**config.mk**
```make
export PLATFORM = sky130hd
export DESIGN_NAME = tick_gen_bank
export DESIGN_NICKNAME = d
export VERILOG_FILES = /design/src/rtl/tick_gen_bank.sv
export SDC_FILE = /design/constraint.sdc
export NUM_CORES = 1
export LEC_CHECK = 0
export BUFFER_PORTS_ARGS = -buffer_cell sky130_fd_sc_hd__buf_2
export CORE_MARGIN = 2
export CORE_UTILIZATION = 55
export DETAILED_ROUTE_END_ITERATION = 16
export PLACE_DENSITY = 0.74
export SYNTH_ARGS = -nofsm -noshare
export SYNTH_HDL_FRONTEND = slang
export SYNTH_SLANG_ARGS = --single-unit
```
**constraint.sdc**
```tcl
create_clock -name clk -period 3.2 [get_ports clk]
set_input_delay 0 -clock clk [delete_from_list [all_inputs] [get_ports clk]]
set_output_delay 0 -clock clk [all_outputs]
set_load 0.05 [all_outputs]
```
**src/rtl/tick_gen_bank.sv**
```systemverilog
// Bank of NUM_CH programmable tick dividers; divisor/mode writes land in a shadow and take effect on wrap or sync.
// Registered outputs: tick/wave change one cycle after the deciding edge, cfg_err one cycle after a rejected write.
module tick_gen_bank #(
   parameter  int NUM_CH  = 3,
   parameter  int CNT_W   = 29,
   parameter  int DEF_DIV = 450000,
   localparam int CH_W    = (NUM_CH > 1) ? $clog2(NUM_CH) : 1
) (
   input  logic              clk,
   input  logic              rst_n,
   input  logic              en,
   input  logic [NUM_CH-1:0] ch_en,
   input  logic              sync,
   input  logic              cfg_we,
   input  logic [CH_W-1:0]   cfg_ch,
   input  logic [CNT_W-1:0]  cfg_div,
   input  logic              cfg_mode,
   output logic [NUM_CH-1:0] tick,
   output logic [NUM_CH-1:0] wave,
   output logic              cfg_err
);

   if (DEF_DIV < 2 || longint'(DEF_DIV) >= (longint'(1) << CNT_W) || NUM_CH < 1 || NUM_CH > 8) begin : g_bad_param
      $error("tick_gen_bank: illegal NUM_CH/DEF_DIV for CNT_W");
   end

   localparam logic [CNT_W-1:0] DEF_DIV_W = CNT_W'(DEF_DIV);

   logic [CNT_W-1:0]  cnt_q  [NUM_CH];
   logic [CNT_W-1:0]  cnt_d  [NUM_CH];
   logic [CNT_W-1:0]  div_q  [NUM_CH];
   logic [CNT_W-1:0]  div_d  [NUM_CH];
   logic [CNT_W-1:0]  sdiv_q [NUM_CH];
   logic [CNT_W-1:0]  sdiv_d [NUM_CH];
   logic [NUM_CH-1:0] mode_q, mode_d, smode_q, smode_d;
   logic [NUM_CH-1:0] tick_q, tick_d, sq_q, sq_d, wave_q, wave_d;
   logic [NUM_CH-1:0] wr_sel;
   logic              err_q, err_d, cfg_ok;

   always_comb begin
      cfg_ok = (cfg_div >= CNT_W'(2)) && (int'(cfg_ch) < NUM_CH);
      err_d  = cfg_we && !cfg_ok;
      for (int i = 0; i < NUM_CH; i++) begin
         wr_sel[i]  = cfg_we && cfg_ok && (int'(cfg_ch) == i);
         sdiv_d[i]  = wr_sel[i] ? cfg_div  : sdiv_q[i];
         smode_d[i] = wr_sel[i] ? cfg_mode : smode_q[i];
         cnt_d[i]   = cnt_q[i];
         div_d[i]   = div_q[i];
         mode_d[i]  = mode_q[i];
         sq_d[i]    = sq_q[i];
         tick_d[i]  = 1'b0;
         // sync takes the post-write shadow so a same-edge write applies immediately
         if (sync) begin
            cnt_d[i]  = '0;
            sq_d[i]   = 1'b0;
            div_d[i]  = sdiv_d[i];
            mode_d[i] = smode_d[i];
         end else if (en && ch_en[i]) begin
            if (cnt_q[i] == div_q[i] - CNT_W'(1)) begin
               cnt_d[i]  = '0;
               tick_d[i] = 1'b1;
               sq_d[i]   = 1'b0;
               div_d[i]  = sdiv_q[i];
               mode_d[i] = smode_q[i];
            end else begin
               cnt_d[i] = cnt_q[i] + CNT_W'(1);
               sq_d[i]  = (cnt_d[i] >= (div_q[i] >> 1));
            end
         end
         wave_d[i] = mode_d[i] ? sq_d[i] : tick_d[i];
      end
   end

   always_ff @(posedge clk or negedge rst_n) begin
      if (!rst_n) begin
         for (int i = 0; i < NUM_CH; i++) begin
            cnt_q[i]  <= '0;
            div_q[i]  <= DEF_DIV_W;
            sdiv_q[i] <= DEF_DIV_W;
         end
         mode_q  <= '0;
         smode_q <= '0;
         tick_q  <= '0;
         sq_q    <= '0;
         wave_q  <= '0;
         err_q   <= 1'b0;
      end else begin
         for (int i = 0; i < NUM_CH; i++) begin
            cnt_q[i]  <= cnt_d[i];
            div_q[i]  <= div_d[i];
            sdiv_q[i] <= sdiv_d[i];
         end
         mode_q  <= mode_d;
         smode_q <= smode_d;
         tick_q  <= tick_d;
         sq_q    <= sq_d;
         wave_q  <= wave_d;
         err_q   <= err_d;
      end
   end

   assign tick    = tick_q;
   assign wave    = wave_q;
   assign cfg_err = err_q;

endmodule

```
After elaboration in Yosys (flattened, before gate mapping):

Cells that the tools add are included.

* output and inout port bits: 7
* flip-flop bits (word level): 277
* logic and storage cells: 105
* input bits: 40

* mux-type cells: 54
* $add $sub $neg: 6
* equality and inequality tests: 5
* order comparisons: 5
* reduce and logical (&&, ||, !) cells: 20

Operators by type and width (number)
* two-way mux 29 bit: 21
* adder 29 x 1 -> 29 bit (second input constant): 3
* == test 29 bit: 3
* >= comparator 29 x 28 -> 1 bit: 3
* subtractor 29 x 1 -> 29 bit (second input constant): 3
* two-way mux 1 bit: 33
* >= comparator 29 x 2 -> 1 bit (second input constant): 1
* nonzero test 2 bit: 6
* logical AND 1 bit: 9
* AND reduction 2 bit: 3
* == test 2 bit (second input constant): 2
* logical NOT 2 bit: 1
* less-than comparator 2 bit (second input constant): 1
* logical NOT 1 bit: 1

Logic depth before layout (Yosys ltp):

Gate-level depths: netlist of run 1.

* depth in word-level cells: 7
* mapped depth: 19
* mapped depth without buffers: 17

Least setup slack after synthesis of run 1:

OpenSTA, ideal clock, no wires.

* path type: reg-to-reg
* from: register cnt_q[60] in the netlist's numbering
* to: register sq_q[0]
* buffers on the path: 1
* library setup time: 0.120 ns
* path slack: -0.287 ns
* period minus slack after synthesis: 3.487 ns
* required time: 3.080 ns
* data arrival time: 3.367 ns
* stages on the path, launching flop included: 17
* cell sequence: dfrtp_1 > clkbuf_1 > and3_1 > nand3_1 > nor3_1 > nand2_1 > nor2_1 > nand3_1 > xnor2_1 > ha_1 > nand4_1 > nor3_1 > a31oi_1 > a21oi_1 > nor4b_1 > a31oi_1 > and3_1

* cells in the longest elaborated chain, start to end: 5
* elaborated cells on any way between the ends: 6
* those cells by class: 1 x add/sub; 1 x order compare; 1 x eq/ne; 3 x mux

Ends and longest elaborated chain
* start, declared: line 29 `logic [CNT_W-1:0] cnt_q [NUM_CH];`
* start signal, assigned by index: line 89 `cnt_q[i] <= cnt_d[i];`
* adder 29 x 1 -> 29 bit: line 66 `cnt_d[i] = cnt_q[i] + CNT_W'(1);`
* >= comparator 29 x 28 -> 1 bit: line 67 `sq_d[i] = (cnt_d[i] >= (div_q[i] >> 1));`
* two-way mux 1 bit (*): line 59 `if (cnt_q[i] == div_q[i] - CNT_W'(1)) begin`
* two-way mux 1 bit (*): line 58 `end else if (en && ch_en[i]) begin`
* two-way mux 1 bit (*): line 53 `if (sync) begin`
* net sq_d[0]: line 36 `logic [NUM_CH-1:0] tick_q, tick_d, sq_q, sq_d, wave_q, wave_d;`
* end signal, assigned: line 96 `sq_q <= sq_d;`
* end, declared: line 36

Mark *: on every way through the listed nets, which the timed path passes. The rest lies on a longest branch.
A chain may end at the register's enable or synchronous reset.

Worst setup path after layout of run 1:

* from: register cnt_q[1] in the netlist's numbering
* to: register wave_q[2] (netlist: wave[2])

* cells in the longest elaborated chain, start to end: 6
* elaborated cells on any way between the ends: 13
* those cells by class: 1 x add/sub; 1 x order compare; 1 x eq/ne; 10 x mux

Ends and longest elaborated chain
* adder 29 x 1 -> 29 bit: line 66
* >= comparator 29 x 28 -> 1 bit: line 67
* two-way mux 1 bit: line 59
* two-way mux 1 bit: line 58
* two-way mux 1 bit: line 53
* two-way mux 1 bit (*): line 70 `wave_d[i] = mode_d[i] ? sq_d[i] : tick_d[i];`
* net wave_d[2]: line 36
* end signal, assigned: line 97 `wave_q <= wave_d;`
* end, declared: line 36

Marks and branches as above.

==> flow_summary.toml, run 1 <==
[outcome]
status = "finished with violations"
violations = "negative setup slack"

[power_and_ir_drop]
p_sw_uw = 3480
p_int_uw = 7650
irDropWorstVdd_mv = 0.477
pwr-share-clk_pct = 33.6
power.leakage_uw = 0.0111
seqPwrFrac_pct = 40.0
power_density_mw_per_mm2 = 472
p_sw_share_pct = 31.3
p_comb_share_pct = 26.4

[layout]
final.fill_count = 2335
diodes = 0
seq_area_sq_mm = 0.00701
drive_above_1_share_pct = 31.6
nets = 2358
multiInputGateArea_sq_mm = 0.0113
final_cell_mix = "buf_4, dfrtp_1, nand2_1"
area_growth_pct = 28.4
final_common_cell = "buf_4"
final_core_util_pct = 72.1

[run]
max-cap-violations = 0

[synth]
ys_async_sr_fraction_pct = 100
synth_area_sq_mm = 0.0184
seq_area_frac_synth_pct = 38.2
avgSynthCellArea_sq_um = 9.54
synth_cells = 1925
yosysWarnings = 0
ys_ff_latch = 277
synth_edf_count = 0
syn_nets = 2055
yosysUniqueCellTypes = 79
synth_ff_type = "dfrtp_1"

[floorplan]
die_w_um = 187
coreArea_sq_mm = 0.0327
die-area_sq_mm = 0.0349
rows = 66
start_util_pct = 56.2
die_height_um = 187
ios = 47

[setup_path]
cp_max_fo = 3
endpoint_kind = "flip-flop"
worstSetupStartpointType = "flip-flop"
path_class = "flip-flop to flip-flop"
crit_required_ns = 3.67
crit_arrival_ns = 3.83

[sta]
fin_crit_ns = 3.35
fmax_ghz = 0.298
holdWs_ns = 0.0541
setup_slack_ns = -0.153
fin_skew_ns = 0.0246
min_period_over_period_pct = 105
slew_violations = 0
hold_viol_final = 0
worstMarginPinSlew_ns = 1.19
relSlewSlack_pct = 20.6
finalSetupViolCount = 39
rsz0062_at_grt = "yes"

[drt]
drt-pass1-iter-count = 7
drt_iter0_drc = 1333
drtAntennaViolNets = 0
route.detailed.drc = 0
dr_total_vias = 16500
wire_per_inst_um = 20.4
wirelength_um = 54900
via_per_inst = 6.13

[global_routing]
grt_pass1_wl_um = 85500
grt-ovfl-total = 0
grt_max_degree = 105
grt_use_met1_pct = 41.6
grt_pass1_vias = 16200
grt_usage_pct = 29.9
grtUsageMet3_pct = 3.80
top_usage_layer = "met2"
use_met2_pct = 48.3
antenna_found_initial = 0

[clock_network]
clk_pin_slew_worst_paths_ns = 0.06
cts_root_buf = "clkbuf_16"
cts_buffers = 30
htree_num_levels = 1
cts_buffer_depth = 3
cts_tree = "yes"
cts.sink_count = 277
clk_latency_ns = 0.57

[placed_design]
port_buffers = 46
dp_slack_ns = -0.363
dp_hpwl_um = 37900
gp_congestion = 0.949

[worst_hold_path]
hold_class = "input port to async pin"
[layout make-up]
class / instances / share of cell area, %
multi-input combinational: 1422 / 47.8
sequential: 277 / 29.7
timing repair buffer: 388 / 13.9
clock buffer: 42 / 3.68
tap: 442 / 2.35
inverter: 109 / 1.74
clock inverter: 13 / 0.828
[kinds of logic after synthesis]
group	after synthesis	synth area share [%]
AO/OA/AOI/OAI	392	15.8
XOR/XNOR	189	9.01
adder cells (fa/ha/maj)	90	6.13
buffers and inverters	227	5.04
flip-flops	277	38.2
multiplexers	133	7.88
AND/OR/NAND/NOR	617	18.0
[metrics by stage]
stage,area (sq um),total power (uW),std cells,setup TNS [ns]
2_1_floorplan,18400,6070,1925,-0.129
6_report,23600,11100,2693,-1.74
5_1_grt,23600,11600,2693,-15.69
3_5_place_dp,20700,7050,2549,-10.04
3_3_place_gp,20700,6930,2549,-6.88
4_1_cts,22600,10900,2661,-0.143
[registers in the layout, summed over array words and instances, names as in the netlist]
| name | cells |
|---|---|
| cnt_q | 87 |
| div_q | 87 |
| sdiv_q | 87 |
| mode_q | 3 |
| smode_q | 3 |
| sq_q | 3 |
| tick | 3 |
| wave | 3 |
| cfg_err | 1 |
[layer usage]
metal | share of wire, % | routed length [um] | vias up
met5 | 0 | 0 | -
met4 | 3.6 | 2000 | 0
met3 | 6.5 | 3540 | 119
met2 | 47 | 25700 | 610
met1 | 43 | 23700 | 8166
li1 | - | - | 7613
[power groups by stage]
stage	combinational (uW)	clock, uW	sequential, uW
after floorplan	1700	0	4370
after global placement	2500	0	4440
after detailed placement	2590	0	4460
after CTS	2730	3780	4410
after global routing	3210	3940	4500
final	2940	3740	4460
[Yosys cell counts (5+ instances only)]
library cell	number	area, sq um
nand3b_1	5	37.5
nor3b_1	10	75.1
xor2_1	73	639
o21a_1	14	105
nor2b_1	12	75.1
a22oi_2	5	62.6
clkbuf_1	86	323
o22ai_1	5	31.3
mux2_2	93	1050
nand2b_1	9	56.3
nor4_2	5	62.6
o31a_1	5	43.8
o211ai_1	6	45.0
dfstp_2	66	1730
o21ai_0	50	250
nand2_1	169	634
a21oi_1	45	225
nor3_1	59	295
nor4_1	41	257
nor4b_1	6	52.6
xnor2_1	116	1020
o311ai_0	7	61.3
or3_1	14	87.6
a211oi_1	10	75.1
nand4_1	47	294
o21ai_1	30	150
inv_1	109	409
a21o_1	47	353
buf_6	6	67.6
a31oi_1	8	50.1
and3_1	35	219
a32o_1	43	430
a22o_1	49	429
buf_2	22	110
dfrtp_1	211	5280
and4_1	12	105
ha_1	90	1130
o21bai_1	5	37.5
and2_1	13	81.3
nand3_1	70	350
or4_1	5	37.5
mux2i_1	40	400
a22oi_1	25	188
nor2_1	83	312
[worst paths after layout]
| check | from | endpoint | slack, ns | cells past startpoint |
|---|---|---|---|---|
| min in group clk | ch_en[0] | cnt_q[79] | 0.08 | 5 |
| setup / recovery | cnt_q[1] | wave[2] | -0.15 | 17 |
| max in group asynchronous | rst_n | div_q[18] | 2.17 | 3 |
| setup reg to reg | cnt_q[1] | wave[2] | -0.15 | 17 |
| hold / removal | rst_n | cnt_q[5] | 0.05 | 2 |
| hold reg to reg | sdiv_q[55] | div_q[55] | 0.52 | 2 |
[repair_timing]
item	4_1_cts	5_1_grt
pin swaps	56	88
setup buffers	18	24
cloned	2	9
gates resized for setup	69	132
endpoints found under the hold margin	250	0
endpoints found under the setup margin	119	158
hold buffers	37	0
[worst max-delay path: stages, from the launching register on]
cell       delay, ns
dfrtp_1         0.42
nand3_2         0.13
nor3_2          0.20
buf_4           0.15
and3_4          0.21
nand3_2         0.10
nor2_2          0.15
xor2_1          0.10
ha_1            0.31
nand4_1         0.20
nor3_2          0.21
a211oi_2        0.06
o311ai_1        0.25
buf_4           0.16
a211o_1         0.13
a21oi_2         0.05
o31a_1          0.27
o2bb2ai_1       0.16
(Power assumes the default switching activity.)
==> run 2: changes to the inputs <==
CORE_UTILIZATION = 40   (was 55)
PLACE_DENSITY = default   (was 0.74)
==> run 2 against run 1 <==
The run still ends with negative setup slack left. Combinational power is essentially flat. Flip-flop and latch count is the same. Clock-buffer cell count grew 11. Clock power grew 12%. Clock skew shrank 0.0071 ns. Via count shrank 1.4%. First-iteration DRC count shrank 19%. Routed wire length grew 3.5%. Largest cell class unchanged.
==> flow_summary.toml, run 2 (synthesis results as in run 1) <==
[run]
max-cap-violations = 0

[clock_network]
cts_buffers = 36
cts.sink_count = 277
clk_latency_ns = 0.55
cts_root_buf = "clkbuf_16"
clk_pin_slew_worst_paths_ns = 0.06
htree_num_levels = 2
cts_tree = "yes"
cts_buffer_depth = 3

[sta]
fin_skew_ns = 0.0175
hold_viol_final = 0
min_period_over_period_pct = 106
relSlewSlack_pct = 14.2
slew_violations = 0
holdWs_ns = 0.0558
fin_crit_ns = 3.39
setup_slack_ns = -0.195
fin_setup_tns_ns = -4.11
finalSetupViolCount = 91
rsz0062_at_grt = "yes"
fmax_ghz = 0.295
worstMarginPinSlew_ns = 1.29

[drt]
drtAntennaViolNets = 0
dr_total_vias = 16300
drt-pass1-iter-count = 6
wire_per_inst_um = 19.7
via_per_inst = 5.63
wirelength_um = 56800
route.detailed.drc = 0
drt_iter0_drc = 1085

[setup_path]
crit_arrival_ns = 3.87
crit_required_ns = 3.68
endpoint_kind = "flip-flop"
cp_max_fo = 7
path_class = "flip-flop to flip-flop"
worstSetupStartpointType = "flip-flop"

[power_and_ir_drop]
irDropWorstVdd_mv = 0.369
power_density_mw_per_mm2 = 474
power.leakage_uw = 0.0113
power_uw = 11600

[floorplan]
ios = 47
die_w_um = 218
die_height_um = 218
coreArea_sq_mm = 0.0454
rows = 78
die-area_sq_mm = 0.0476
start_util_pct = 40.5

[global_routing]
grt_usage_pct = 23.3
grt_max_degree = 89
antenna_found_initial = 1
grt-ovfl-total = 0
grt_pass1_vias = 16100
grt_pass1_wl_um = 88100

[layout]
reg_top3 = "cnt_q x87, div_q x87, sdiv_q x87"
nets = 2390
final_cell_mix = "buf_4, dfrtp_1, nand2_1"
multiInputGateArea_sq_mm = 0.0115
drive_above_1_share_pct = 34.0
final_common_cell = "buf_4"
final.fill_count = 3990
seq_area_sq_mm = 0.00701
area_growth_pct = 33.1
fin_area_sq_mm = 0.0244
final_core_util_pct = 53.9
diodes = 0

[placed_design]
dp_hpwl_um = 39800
gp_congestion = 0.904
placed_area_sq_mm = 0.0211
port_buffers = 46

[worst_hold_path]
hold_class = "input port to async pin"

[outcome]
violations = "negative setup slack"
status = "finished with violations"
==> run 2: cell types whose count changed in the layout (fill, tap and decap cells not counted), sizes merged, moves of 2 or more <==
cell,change
buf,+29
inv,+5
clkinv,-3
dlygate4sd3,-2
clkbuf,+9
bufinv,-3
==> run 2: worst max-delay path: stages, from the launching register on <==
cell and delay (ns):
dfrtp_1 0.40, or4_4 0.58, buf_6 0.15, nor3_4 0.17
a32o_2 0.16, nand4_1 0.14, nor4_4 0.35, buf_4 0.16
nand4b_1 0.11, buf_6 0.15, o31a_4 0.43, bufbuf_16 0.31
a22oi_1 0.14, nand2_1 0.08
==> run 2: cell type report <==
| type | count | area share (%) |
|---|---|---|
| tap | 600 | 3.07 |
| multi-input combinational | 1422 | 47.0 |
| sequential | 277 | 28.7 |
| timing repair buffer | 414 | 14.6 |
| clock inverter | 13 | 0.584 |
| clock buffer | 53 | 4.38 |
| inverter | 109 | 1.67 |
==> run 2: through the flow <==
stage	worst slack [ns]	cells
after CTS	-0.162	2856
after global routing	-0.316	2888
after global placement	-0.315	2731
final	-0.195	2888
after floorplan	-0.117	1925
after detailed placement	-0.311	2731
==> run 2: timing repair <==
| action | in CTS | in global routing |
|---|---|---|
| setup buffers | 16 | 29 |
| setup endpoints to repair | 95 | 182 |
| hold buffers | 35 | 0 |
| pin swaps | 44 | 110 |
| gates resized for setup | 80 | 157 |
| gates cloned | 8 | 6 |
| hold endpoints to repair | 256 | 0 |
==> run 2: worst paths after layout <==
path | from | to | slack, ns | depth (start not counted)
max in group asynchronous | rst_n | div_q[37] | 2.22 | 3
hold / removal | rst_n | cnt_q[5] | 0.06 | 2
setup / recovery | div_q[29] | div_q[39] | -0.19 | 13
hold reg to reg | sdiv_q[30] | div_q[30] | 0.50 | 2
min in group clk | ch_en[2] | div_q[15] | 0.11 | 4
setup reg to reg | div_q[29] | div_q[39] | -0.19 | 13
==> run 2: power by group <==
group,total [uW],switching (uW),leakage [uW],internal (uW)
Combinational,2950,1600,0.00730,1350
Clock,4180,1670,0.000587,2510
Sequential,4460,408,0.00342,4050
Total,11600,3680,0.0113,7910
==> run 2: per-layer routing <==
layer	GRT usage, %	part of all wire (%)
met1	32.5	46
met2	37.6	47
met3	3.06	5.1
met4	6.87	2.5
met5	0	0
